<file path="src/rtl/chacha_stream_ctrl_pkg.sv">
// Shared constants for the chacha stream controller and the chacha register top:
// bus register map, status bit positions, control command values and the
// controller state encoding.
package chacha_stream_ctrl_pkg;

  localparam logic [7:0] ADDR_CTRL      = 8'h08;
  localparam logic [7:0] ADDR_STATUS    = 8'h09;
  localparam logic [7:0] ADDR_ROUNDS    = 8'h0b;
  localparam logic [7:0] ADDR_KEY0      = 8'h10;
  localparam logic [7:0] ADDR_IV0       = 8'h20;
  localparam logic [7:0] ADDR_DATA_IN0  = 8'h40;
  localparam logic [7:0] ADDR_DATA_OUT0 = 8'h80;

  localparam int STATUS_READY_BIT = 0;
  localparam int STATUS_VALID_BIT = 1;

  localparam logic [31:0] CTRL_INIT = 32'h0000_0001;
  localparam logic [31:0] CTRL_NEXT = 32'h0000_0002;

  localparam logic [3:0] S_IDLE      = 4'd0;
  localparam logic [3:0] S_LD_KEY    = 4'd1;
  localparam logic [3:0] S_LD_IV     = 4'd2;
  localparam logic [3:0] S_LD_ROUNDS = 4'd3;
  localparam logic [3:0] S_LD_DATA   = 4'd4;
  localparam logic [3:0] S_CTRL      = 4'd5;
  localparam logic [3:0] S_WAIT_BUSY = 4'd6;
  localparam logic [3:0] S_POLL      = 4'd7;
  localparam logic [3:0] S_DRAIN     = 4'd8;

endpackage

</file>
<file path="src/rtl/chacha_stream_ctrl_if.sv">
// Register bus between the stream controller (master) and the chacha top (slave).
//  cs, we      chip select / write enable
//  addr        8-bit register address
//  write_data  32-bit write data
//  read_data   32-bit read data, combinational from addr while cs&!we
interface chacha_stream_ctrl_if;
  logic        cs;
  logic        we;
  logic [7:0]  addr;
  logic [31:0] write_data;
  logic [31:0] read_data;

  modport master (output cs, output we, output addr, output write_data, input read_data);
  modport slave  (input cs, input we, input addr, input write_data, output read_data);
endinterface

</file>
<file path="src/rtl/chacha_stream_ctrl.sv">
// Bus-master sequencer for the chacha register top. Loads key/IV/rounds, writes
// data_in blocks from an input word stream, issues init/next, polls status and
// streams data_out back out.
//  clk, reset               clock, synchronous active-high reset
//  i_cfg_start/key/nonce/rounds  per-message configuration, captured in IDLE
//  i_in_valid/o_in_ready/i_in_data/i_in_last      input word stream
//  o_out_valid/i_out_ready/o_out_data/o_out_last  result word stream
//  o_busy                   high outside IDLE
//  o_error                  sticky poll timeout
//  bus                      register bus master
//
//  state      | meaning
//  IDLE       | waiting for cfg_start
//  LD_KEY     | 8 key word writes
//  LD_IV      | 3 nonce word writes
//  LD_ROUNDS  | rounds register write
//  LD_DATA    | accept up to 16 input words, one data_in write each
//  CTRL       | init (first block) or next command write
//  WAIT_BUSY  | wait for status.ready to drop
//  POLL       | wait for status.ready & status.valid
//  DRAIN      | read data_out words onto the output stream
module chacha_stream_ctrl
  import chacha_stream_ctrl_pkg::*;
#(
  parameter int BUSY_WAIT_MAX = 8,
  parameter int TIMEOUT_MAX   = 1023
) (
  input  logic         clk,
  input  logic         reset,
  input  logic         i_cfg_start,
  input  logic [255:0] i_cfg_key,
  input  logic [95:0]  i_cfg_nonce,
  input  logic [4:0]   i_cfg_rounds,
  input  logic         i_in_valid,
  output logic         o_in_ready,
  input  logic [31:0]  i_in_data,
  input  logic         i_in_last,
  output logic         o_out_valid,
  input  logic         i_out_ready,
  output logic [31:0]  o_out_data,
  output logic         o_out_last,
  output logic         o_busy,
  output logic         o_error,
  chacha_stream_ctrl_if.master bus
);

  localparam int TW = $clog2(TIMEOUT_MAX + 1);
  localparam logic [TW-1:0] BUSY_LAST = TW'(BUSY_WAIT_MAX - 1);
  localparam logic [TW-1:0] POLL_LAST = TW'(TIMEOUT_MAX - 1);

  logic [3:0]    r_state;
  logic [255:0]  r_key;
  logic [95:0]   r_nonce;
  logic [4:0]    r_rounds;
  logic [3:0]    r_idx;
  logic [3:0]    r_last_idx;
  logic          r_last_blk;
  logic          r_first_blk;
  logic [TW-1:0] r_tmo;
  logic          r_error;

  logic [31:0] w_key_words [8];
  logic [31:0] w_iv_word;
  logic        w_rdy;
  logic        w_vld;

  always_comb begin
    for (int i = 0; i < 8; i++) w_key_words[i] = r_key[255-32*i -: 32];
    case (r_idx[1:0])
      2'd0:    w_iv_word = r_nonce[95:64];
      2'd1:    w_iv_word = r_nonce[63:32];
      default: w_iv_word = r_nonce[31:0];
    endcase
  end

  assign w_rdy   = bus.read_data[STATUS_READY_BIT];
  assign w_vld   = bus.read_data[STATUS_VALID_BIT];
  assign o_busy  = (r_state != S_IDLE);
  assign o_error = r_error;

  always_comb begin
    bus.cs         = 1'b0;
    bus.we         = 1'b0;
    bus.addr       = 8'h00;
    bus.write_data = 32'h0;
    o_in_ready     = 1'b0;
    o_out_valid    = 1'b0;
    o_out_data     = 32'h0;
    o_out_last     = 1'b0;
    case (r_state)
      S_LD_KEY: begin
        bus.cs = 1'b1; bus.we = 1'b1;
        bus.addr = ADDR_KEY0 + {4'h0, r_idx};
        bus.write_data = w_key_words[r_idx[2:0]];
      end
      S_LD_IV: begin
        bus.cs = 1'b1; bus.we = 1'b1;
        bus.addr = ADDR_IV0 + {4'h0, r_idx};
        bus.write_data = w_iv_word;
      end
      S_LD_ROUNDS: begin
        bus.cs = 1'b1; bus.we = 1'b1;
        bus.addr = ADDR_ROUNDS;
        bus.write_data = {27'h0, r_rounds};
      end
      S_LD_DATA: begin
        // The write rides on the handshake so each accepted word costs one cycle.
        o_in_ready = 1'b1;
        bus.cs = i_in_valid; bus.we = i_in_valid;
        bus.addr = ADDR_DATA_IN0 + {4'h0, r_idx};
        bus.write_data = i_in_data;
      end
      S_CTRL: begin
        bus.cs = 1'b1; bus.we = 1'b1;
        bus.addr = ADDR_CTRL;
        bus.write_data = r_first_blk ? CTRL_INIT : CTRL_NEXT;
      end
      S_WAIT_BUSY, S_POLL: begin
        bus.cs = 1'b1;
        bus.addr = ADDR_STATUS;
      end
      S_DRAIN: begin
        bus.cs = 1'b1;
        bus.addr = ADDR_DATA_OUT0 + {4'h0, r_idx};
        o_out_valid = 1'b1;
        o_out_data = bus.read_data;
        o_out_last = r_last_blk && (r_idx == r_last_idx);
      end
      default: ;
    endcase
  end

  always_ff @(posedge clk) begin
    if (reset) begin
      r_state     <= S_IDLE;
      r_key       <= '0;
      r_nonce     <= '0;
      r_rounds    <= '0;
      r_idx       <= '0;
      r_last_idx  <= '0;
      r_last_blk  <= 1'b0;
      r_first_blk <= 1'b0;
      r_tmo       <= '0;
      r_error     <= 1'b0;
    end else begin
      case (r_state)
        S_IDLE: if (i_cfg_start) begin
          r_key       <= i_cfg_key;
          r_nonce     <= i_cfg_nonce;
          r_rounds    <= i_cfg_rounds;
          r_error     <= 1'b0;
          r_first_blk <= 1'b1;
          r_idx       <= '0;
          r_state     <= S_LD_KEY;
        end
        S_LD_KEY: if (r_idx == 4'd7) begin
          r_idx <= '0; r_state <= S_LD_IV;
        end else r_idx <= r_idx + 4'd1;
        S_LD_IV: if (r_idx == 4'd2) begin
          r_idx <= '0; r_state <= S_LD_ROUNDS;
        end else r_idx <= r_idx + 4'd1;
        S_LD_ROUNDS: begin
          r_idx <= '0; r_state <= S_LD_DATA;
        end
        S_LD_DATA: if (i_in_valid) begin
          if (r_idx == 4'd15 || i_in_last) begin
            r_last_idx <= r_idx;
            r_last_blk <= i_in_last;
            r_idx      <= '0;
            r_state    <= S_CTRL;
          end else r_idx <= r_idx + 4'd1;
        end
        S_CTRL: begin
          r_first_blk <= 1'b0;
          r_tmo       <= '0;
          r_state     <= S_WAIT_BUSY;
        end
        // Proceed to polling even if ready never visibly drops.
        S_WAIT_BUSY: if (!w_rdy || r_tmo == BUSY_LAST) begin
          r_tmo <= '0; r_state <= S_POLL;
        end else r_tmo <= r_tmo + TW'(1);
        S_POLL: if (w_rdy && w_vld) begin
          r_idx <= '0; r_state <= S_DRAIN;
        end else if (r_tmo == POLL_LAST) begin
          r_error <= 1'b1; r_state <= S_IDLE;
        end else if (r_tmo != '1) r_tmo <= r_tmo + TW'(1);
        S_DRAIN: if (i_out_ready) begin
          if (r_idx == r_last_idx) begin
            r_idx   <= '0;
            r_state <= r_last_blk ? S_IDLE : S_LD_DATA;
          end else r_idx <= r_idx + 4'd1;
        end
        default: r_state <= S_IDLE;
      endcase
    end
  end

endmodule

</file>
<file path="src/flat_wrapper.sv">
// flat-port wrapper written by rule: the top's interface ports become plain ports
module chacha_stream_ctrl_flat import chacha_stream_ctrl_pkg::*;
#(
  parameter int BUSY_WAIT_MAX = 8,
  parameter int TIMEOUT_MAX   = 1023
)
  (clk, reset, i_cfg_start, i_cfg_key, i_cfg_nonce, i_cfg_rounds, i_in_valid, o_in_ready, i_in_data, i_in_last, o_out_valid, i_out_ready, o_out_data, o_out_last, o_busy, o_error, bus_cs, bus_we, bus_addr, bus_write_data, bus_read_data);
  chacha_stream_ctrl_if bus_i ();
  input  logic clk;
  input  logic reset;
  input  logic i_cfg_start;
  input  logic [255:0] i_cfg_key;
  input  logic [95:0] i_cfg_nonce;
  input  logic [4:0] i_cfg_rounds;
  input  logic i_in_valid;
  output logic o_in_ready;
  input  logic [31:0] i_in_data;
  input  logic i_in_last;
  output logic o_out_valid;
  input  logic i_out_ready;
  output logic [31:0] o_out_data;
  output logic o_out_last;
  output logic o_busy;
  output logic o_error;
  output wire logic [$bits(bus_i.cs)-1:0] bus_cs;
  output wire logic [$bits(bus_i.we)-1:0] bus_we;
  output wire logic [$bits(bus_i.addr)-1:0] bus_addr;
  output wire logic [$bits(bus_i.write_data)-1:0] bus_write_data;
  input wire logic [$bits(bus_i.read_data)-1:0] bus_read_data;
  assign bus_cs = bus_i.cs;
  assign bus_we = bus_i.we;
  assign bus_addr = bus_i.addr;
  assign bus_write_data = bus_i.write_data;
  assign bus_i.read_data = bus_read_data;
  chacha_stream_ctrl #(.BUSY_WAIT_MAX(BUSY_WAIT_MAX), .TIMEOUT_MAX(TIMEOUT_MAX)) u_core (.clk(clk), .reset(reset), .i_cfg_start(i_cfg_start), .i_cfg_key(i_cfg_key), .i_cfg_nonce(i_cfg_nonce), .i_cfg_rounds(i_cfg_rounds), .i_in_valid(i_in_valid), .o_in_ready(o_in_ready), .i_in_data(i_in_data), .i_in_last(i_in_last), .o_out_valid(o_out_valid), .i_out_ready(i_out_ready), .o_out_data(o_out_data), .o_out_last(o_out_last), .o_busy(o_busy), .o_error(o_error), .bus(bus_i));
endmodule
</file>
<file path="config.mk">
export PLATFORM = sky130hd
export DESIGN_NAME = chacha_stream_ctrl_flat
export DESIGN_NICKNAME = d
export VERILOG_FILES = /design/src/rtl/chacha_stream_ctrl_pkg.sv /design/src/rtl/chacha_stream_ctrl_if.sv /design/src/rtl/chacha_stream_ctrl.sv /design/src/flat_wrapper.sv
export SDC_FILE = /design/constraint.sdc
export NUM_CORES = 1
export LEC_CHECK = 0
export CORE_AREA = 2 2 196 198
export CTS_CLUSTER_DIAMETER = 120
export DETAILED_ROUTE_END_ITERATION = 10
export DIE_AREA = 0 0 198 200
export DONT_BUFFER_PORTS = 1
export GPL_TIMING_DRIVEN = 0
export PLACE_DENSITY = 0.61
export SYNTH_ARGS = -nofsm -noshare
export SYNTH_HDL_FRONTEND = slang
export SYNTH_SLANG_ARGS = --single-unit
</file>
<file path="constraint.sdc">
create_clock -name clk -period 5.7 [get_ports clk]
set_input_delay 1.14 -clock clk [delete_from_list [all_inputs] [get_ports clk]]
set_output_delay 1.14 -clock clk [all_outputs]
set_load 0.01 [all_outputs]
</file>
# [After elaboration in Yosys (flattened, before gate mapping)]
# Index checks and enable logic that the tools add are counted.
[classes] n_eq_ne=30 add_sub_neg=6 order_cmp=1 n_reduce_logical=22 muxes=45 n_bitwise=1
[ops] cell="32-bit case mux with 5 select lines" count=1
[ops] cell="32-bit binary-select mux with 3-bit select" count=1
[ops] cell="32-bit 2-to-1 mux" count=3
[ops] cell="4-bit 2-to-1 mux" count=18
[ops] cell="32-bit case mux with 2 select lines" count=1
[ops] cell="8-bit case mux with 7 select lines" count=1
[ops] cell="10-bit 2-to-1 mux" count=4
[ops] cell="4-bit case mux with 9 select lines" count=1
[ops] cell="10-bit case mux with 3 select lines" count=1
[ops] cell="4-bit case mux with 7 select lines" count=1
[ops] cell="4-bit by 3-bit equality test with 1-bit output (second input constant)" count=5
[ops] cell="2-bit by 1-bit != test with 1-bit output (second input constant)" count=8
[ops] cell="4-bit by 2-bit equality test with 1-bit output (second input constant)" count=3
[ops] cell="10-bit by 1-bit adder with 10-bit output (second input constant)" count=1
[ops] cell="10-bit equality test (second input constant)" count=1
[ops] cell="10-bit by 3-bit equality test with 1-bit output (second input constant)" count=1
[ops] cell="10-bit != test (second input constant)" count=1
[ops] cell="2-bit != test (second input constant)" count=5
[ops] cell="9-bit AND reduction" count=1
[ops] cell="7-bit by 4-bit adder with 8-bit output (first input constant)" count=1
[ops] cell="8-bit by 4-bit adder with 8-bit output (first input constant)" count=1
[ops] cell="4-bit equality test (second input constant)" count=2
[ops] cell="1-bit case mux with 2 select lines" count=4
[ops] cell="4-bit AND reduction" count=2
[ops] cell="other kinds (27)" count=37
[word_totals] word_cells=115 reg_bits=382 output_inout_bits=79 inputBits=427

# [Longest topological paths before layout]
[logic_depth] word_depth=5 ltp_mapped=12 ltp_nobuf=7

# [Worst setup path before layout]
# OpenSTA, ideal clock, no wires.
[synth_timing] path_kind="register to output" startpoint="register u_core.r_idx[0]" endpoint="output port bus_write_data[22]" t_required_ns=4.560 arrival_time_ns=2.515 path_stages_with_launch=13 path_slack_ns=2.045 n_path_buf=5 path_cell_list="dfxtp_1 -> clkbuf_1 -> buf_2 -> buf_2 -> inv_1 -> ha_1 -> clkbuf_1 -> nor2_1 -> clkbuf_1 -> nand2_1 -> a21oi_1 -> a21oi_1 -> o21ai_0"
[synth_between] elab_chain_len=5 word_cells_on_any_way=8 classes_between="eq/ne (1); mux (5); bitwise (1); reduce/logical (1)"
[synth_lines] item="from (decl)" line_no="chacha_stream_ctrl.sv:55" text="logic [3:0] r_idx;"
[synth_lines] item="from (signal assigned)" line_no="chacha_stream_ctrl.sv:158" text="end else r_idx <= r_idx + 4'd1;"
[synth_lines] item="from (signal assigned)" line_no="chacha_stream_ctrl.sv:161" text="end else r_idx <= r_idx + 4'd1;"
[synth_lines] item="from (signal assigned)" line_no="chacha_stream_ctrl.sv:171" text="end else r_idx <= r_idx + 4'd1;"
[synth_lines] item="3-bit inverter with 4-bit output (implied by the code)" line_no="chacha_stream_ctrl.sv:94" text="bus.write_data = w_key_words[r_idx[2:0]];"
[synth_lines] item="32-bit binary-select mux with 3-bit select" line_no="chacha_stream_ctrl.sv:94"
[synth_lines] item="32-bit 2-to-1 mux (implied by the code) (2 in a row)" line_no="chacha_stream_ctrl.sv:94"
[synth_lines] item="32-bit case mux with 5 select lines *" line_no="chacha_stream_ctrl.sv:90" text="case (r_state)"
[synth_lines] item="to (decl)" line_no="flat_wrapper.sv:28" text="output wire logic [$bits(bus_i.write_data)-1:0] bus_write_data;"
# Every way passes the cells marked *; elsewhere a longest branch is shown, timed or not. The select of a mux whose other input is x is not followed.

# [Worst setup path in the final report]
[layout_timing] startpoint="register u_core.r_idx[0]" endpoint="output port bus_write_data[24]"
# Same word-level chain as after synthesis.

==> metrics.md <==
| Metric | Value |
|---|---|
| Later-pin clock latency in the skew report | `~0.57 ns` |
| Total GRT Usage | `about a third` |
| TNS Setup | `0 ns` |
| Worst EP required | `between 4 and 5 ns` |
| CP Data Arrival Time | `between 4 and 5 ns` |
| Sequential share of the synthesized area | `a little under half` |
| Vias in the first global route | `around 15000` |
| Synthesis Warnings | `0` |
| Final Hold Viols | `0` |
| Row cnt | `71` |
| Antenna-violating nets left | `0` |
| Number of antenna violations at the first check in global routing | `9` |
| First-pass GRT wire length | `95.2 mm` |
| Clock Skew | `roughly 0.017 ns` |
| Leak | `between 6 and 7 nW` |
| DP Cell Count | `~2600` |
| Status | `complete, no violations` |
| # DRC | `0` |
| Final wirelength | `67.3 mm` |
| Slew @ Worst Pin | `roughly 0.96 ns` |
| Crit path cell chain | `clkbuf_2 > buf_2 > buf_2 > inv_1 > ha_1 > clkbuf_1 > nor2_1 > clkbuf_1 > nand2_1 > a21oi_1 > a21oi_1 > o21ai_0` |
| Main synth FF type | `dfxtp_1` |
| Crit path buf inv count | `6` |
| Synth top area cells | `dfxtp_1 (45%), nand2_1 (17%), a21oi_1 (13%), mux4_2 (8.5%), clkbuf_1 (3.4%)` |
| Nets@finish | `roughly 2600` |
| Total iterations of the first detailed-routing run | `6` |
| Yosys cell types | `54` |
| Min-delay worst type | `flip-flop to flip-flop` |
| Crit start category | `flip-flop` |
| Top-area cell type share of the netlist area | `roughly 45%` |
| Final period utilization | `94.8%` |
| Iteration-0 DRC count of the detailed router | `between 1000 and 1500` |
| Io pins | `slightly above 500` |
| Gate power share | `a little under a third` |
| Die Ht | `around 200 um` |
| Detailed placer's ending HPWL | `52.5 mm` |
| Final setup fails | `0` |
| Routed via count | `15818` |
| Synth area leader | `dfxtp_1` |
| Max clock buf depth | `3` |
| Fmax | `185 MHz` |
| Die width | `between 150 and 200 um` |
| Post-synth EDFFs | `0` |
| Switch Pwr | `3.51 mW` |
| Largest net degree at the start of global routing | `19` |
| Root Driver | `clkbuf_16` |
| Reg power frac | `~37%` |
| Syn avg cell area | `between 7 and 8 um2` |
| Layout area overhead | `13.1%` |
| Top Family by Delay on Critical Path | `buffers and inverters` |
| Mean routed wirelength per cell | `about 25 um` |
| Max-slew violation count | `0` |
| Count leader, synth | `nand2_1` |
| Initial Utilization | `~45%` |
| Register clock-pin slew on the reported worst setup and hold paths | `roughly 0.060 ns` |
| Pint | `6.06 mW` |
| CP max stage cell | `clkbuf_1` |
| Clk sinks | `~380` |
| CTS buffer count | `42` |
| Final min period | `about 5.4 ns` |
| Via-to-Cell Ratio | `5.84` |
| P per Cell Area | `around 500 mW/mm2` |
| Critical Path End Type | `primary output` |
| Crit Path Max Fanout | `10` |
| CTS tree | `done` |
| Switching Fraction | `36.7%` |
| Util after Layout | `51.0%` |
| Total congestion overflow | `0` |
| Unrepaired setup endpoints after global routing | `no` |
| Cell area after synthesis | `between 0.015 and 0.02 mm2` |
| Layout cells sized above 1 | `6.89%` |
| CORE AREA | `approximately 0.037 mm2` |
| Peak VDD IR | `0.000277 V` |
| Register bit total from synthesis | `between 300 and 400` |
| # port buffers | `0` |
| Mapped Cells | `2118` |
| Mapped Nets | `2551` |
| Max Cap Viol | `0` |
| Max incr delay on CP | `between 0.4 and 0.5 ns` |
| Top cells by count, synth | `nand2_1 (759), a21oi_1 (431), dfxtp_1 (382), clkbuf_1 (151), mux4_2 (64)` |
| Asr flop ratio synth | `0%` |
| Worst rel slew slack | `a little over a third` |
| RePlAce Congestion | `about 0.94` |
| CTS H-Tree Depth | `2` |
| Post-Layout Cell Count | `about 2700` |
| Clock Power Share | `32.1%` |
| Crit path kind | `flip-flop to primary output` |
| Full die area | `0.0396 mm2` |
[worst paths after layout]
| kind | startpoint | end | slack, ns | cells past startpoint |
|---|---|---|---|---|
| max | u_core.r_idx[0]$_SDFFE_PP0P_ | bus_write_data[24] | 0.30 | 12 |
| min | u_core.r_key[88]$_SDFFE_PP0P_ | u_core.r_key[88]$_SDFFE_PP0P_ | 0.45 | 2 |
| max reg2reg | u_core.r_state[0]$_SDFFE_PP0P_ | u_core.r_nonce[33]$_SDFFE_PP0P_ | 2.48 | 8 |
| min reg2reg | u_core.r_key[88]$_SDFFE_PP0P_ | u_core.r_key[88]$_SDFFE_PP0P_ | 0.45 | 2 |
[layer usage]
| layer | track usage (%) | up-vias | routed length (um) |
|---|---|---|---|
| met5 | 0 | - | 46 |
| met4 | 14.1 | 8 | 2860 |
| met3 | 10.1 | 142 | 6740 |
| met2 | 54.8 | 736 | 31600 |
| met1 | 40.0 | 7648 | 26000 |
| li1 | - | 7284 | - |
[layout make-up]
| class | count | area, um2 |
|---|---|---|
| Antenna cell | 7 | 17.5 |
| Buffer | 179 | 689 |
| Clock buffer | 64 | 1310 |
| Clock inverter | 11 | 255 |
| Fill cell | 3717 | 18300 |
| Inverter | 8 | 30.0 |
| Multi-Input combinational cell | 1548 | 8500 |
| Sequential cell | 382 | 7650 |
| Tap cell | 511 | 639 |
[flip-flops by register name (all words and copies together), names as in the netlist]
signal,cells
u_core.r_last_idx,4
u_core.r_key,256
u_core.r_state,4
u_core.r_last_blk,1
u_core.r_nonce,96
u_core.r_first_blk,1
u_core.o_error,1
u_core.r_rounds,5
u_core.r_tmo,10
u_core.r_idx,4
[power by group through the flow]
stage / clock, mW / sequential [mW] / combinational [mW]
after CTS: 3.09 / 3.50 / 2.96
final: 3.07 / 3.51 / 2.98
after floorplan: 0 / 3.45 / 1.97
after detailed placement: 0 / 3.55 / 2.94
after global placement: 0 / 3.53 / 2.91
after global routing: 3.18 / 3.56 / 3.23
[tightest hold or removal path: cells and delay by family, from the launching register on]
| family | cells | cell delay [ns] |
|---|---|---|
| flip-flops | 1 | 0.30 |
| AND/OR/NAND/NOR | 1 | 0.05 |
| AO/OA/AOI/OAI | 1 | 0.05 |
[through the flow]
stage	area, um2	setup WS [ns]	hold slack (ns)	power, mW
2_1_floorplan	16900	2.04	0.433	5.42
5_1_grt	19100	0.0547	0.469	9.97
3_3_place_gp	17500	0.494	0.439	6.44
4_1_cts	19100	0.200	0.451	9.55
3_5_place_dp	17500	0.461	0.443	6.50
6_report	19100	0.297	0.451	9.56
[placed cells by master (no fill, tap or decap), types with 3 or more instances in the layout]
cell and n:
nand2_1 759, a21oi_1 431, dfxtp_1 382, clkbuf_1 156, mux4_2 64, clkbuf_16 45, o21ai_0 40, nor2_1 34
mux2i_1 34, and2_1 34, a22oi_1 31, buf_1 17, nand3_1 13, buf_2 12, clkbuf_8 11, xnor2_1 10
inv_1 8, nand4_1 8, bufinv_16 8, diode_2 7, nor4b_1 7, nor3_1 6, ha_1 6, a22o_1 5
nor2b_1 5, a31oi_1 5, nor4_1 5, xor2_1 4, nor3b_1 4, or4_1 3, o22ai_1 3, clkinv_2 3
[repair_timing]
action	CTS	global route
buffers inserted	0	0
resized for setup	1	2
hold buffers	0	0
setup endpoints to repair	20	3
pin swaps	0	0
[logic make-up (layout without fill, tap and decap cells)]
logic type | count (synthesis) | in the layout | synth area share [%]
muxes | 99 | 99 | 10.6
AOI/OAI and AO/OA | 538 | 538 | 17.1
other | 0 | 7 | 0
DFF | 382 | 382 | 45.3
xor gates and xnor gates | 14 | 14 | 0.727
adders and majority gates | 6 | 6 | 0.445
buffers and inverters | 188 | 262 | 4.27
and+or+nand+nor | 891 | 891 | 21.5
(Power assumes the default switching activity.)
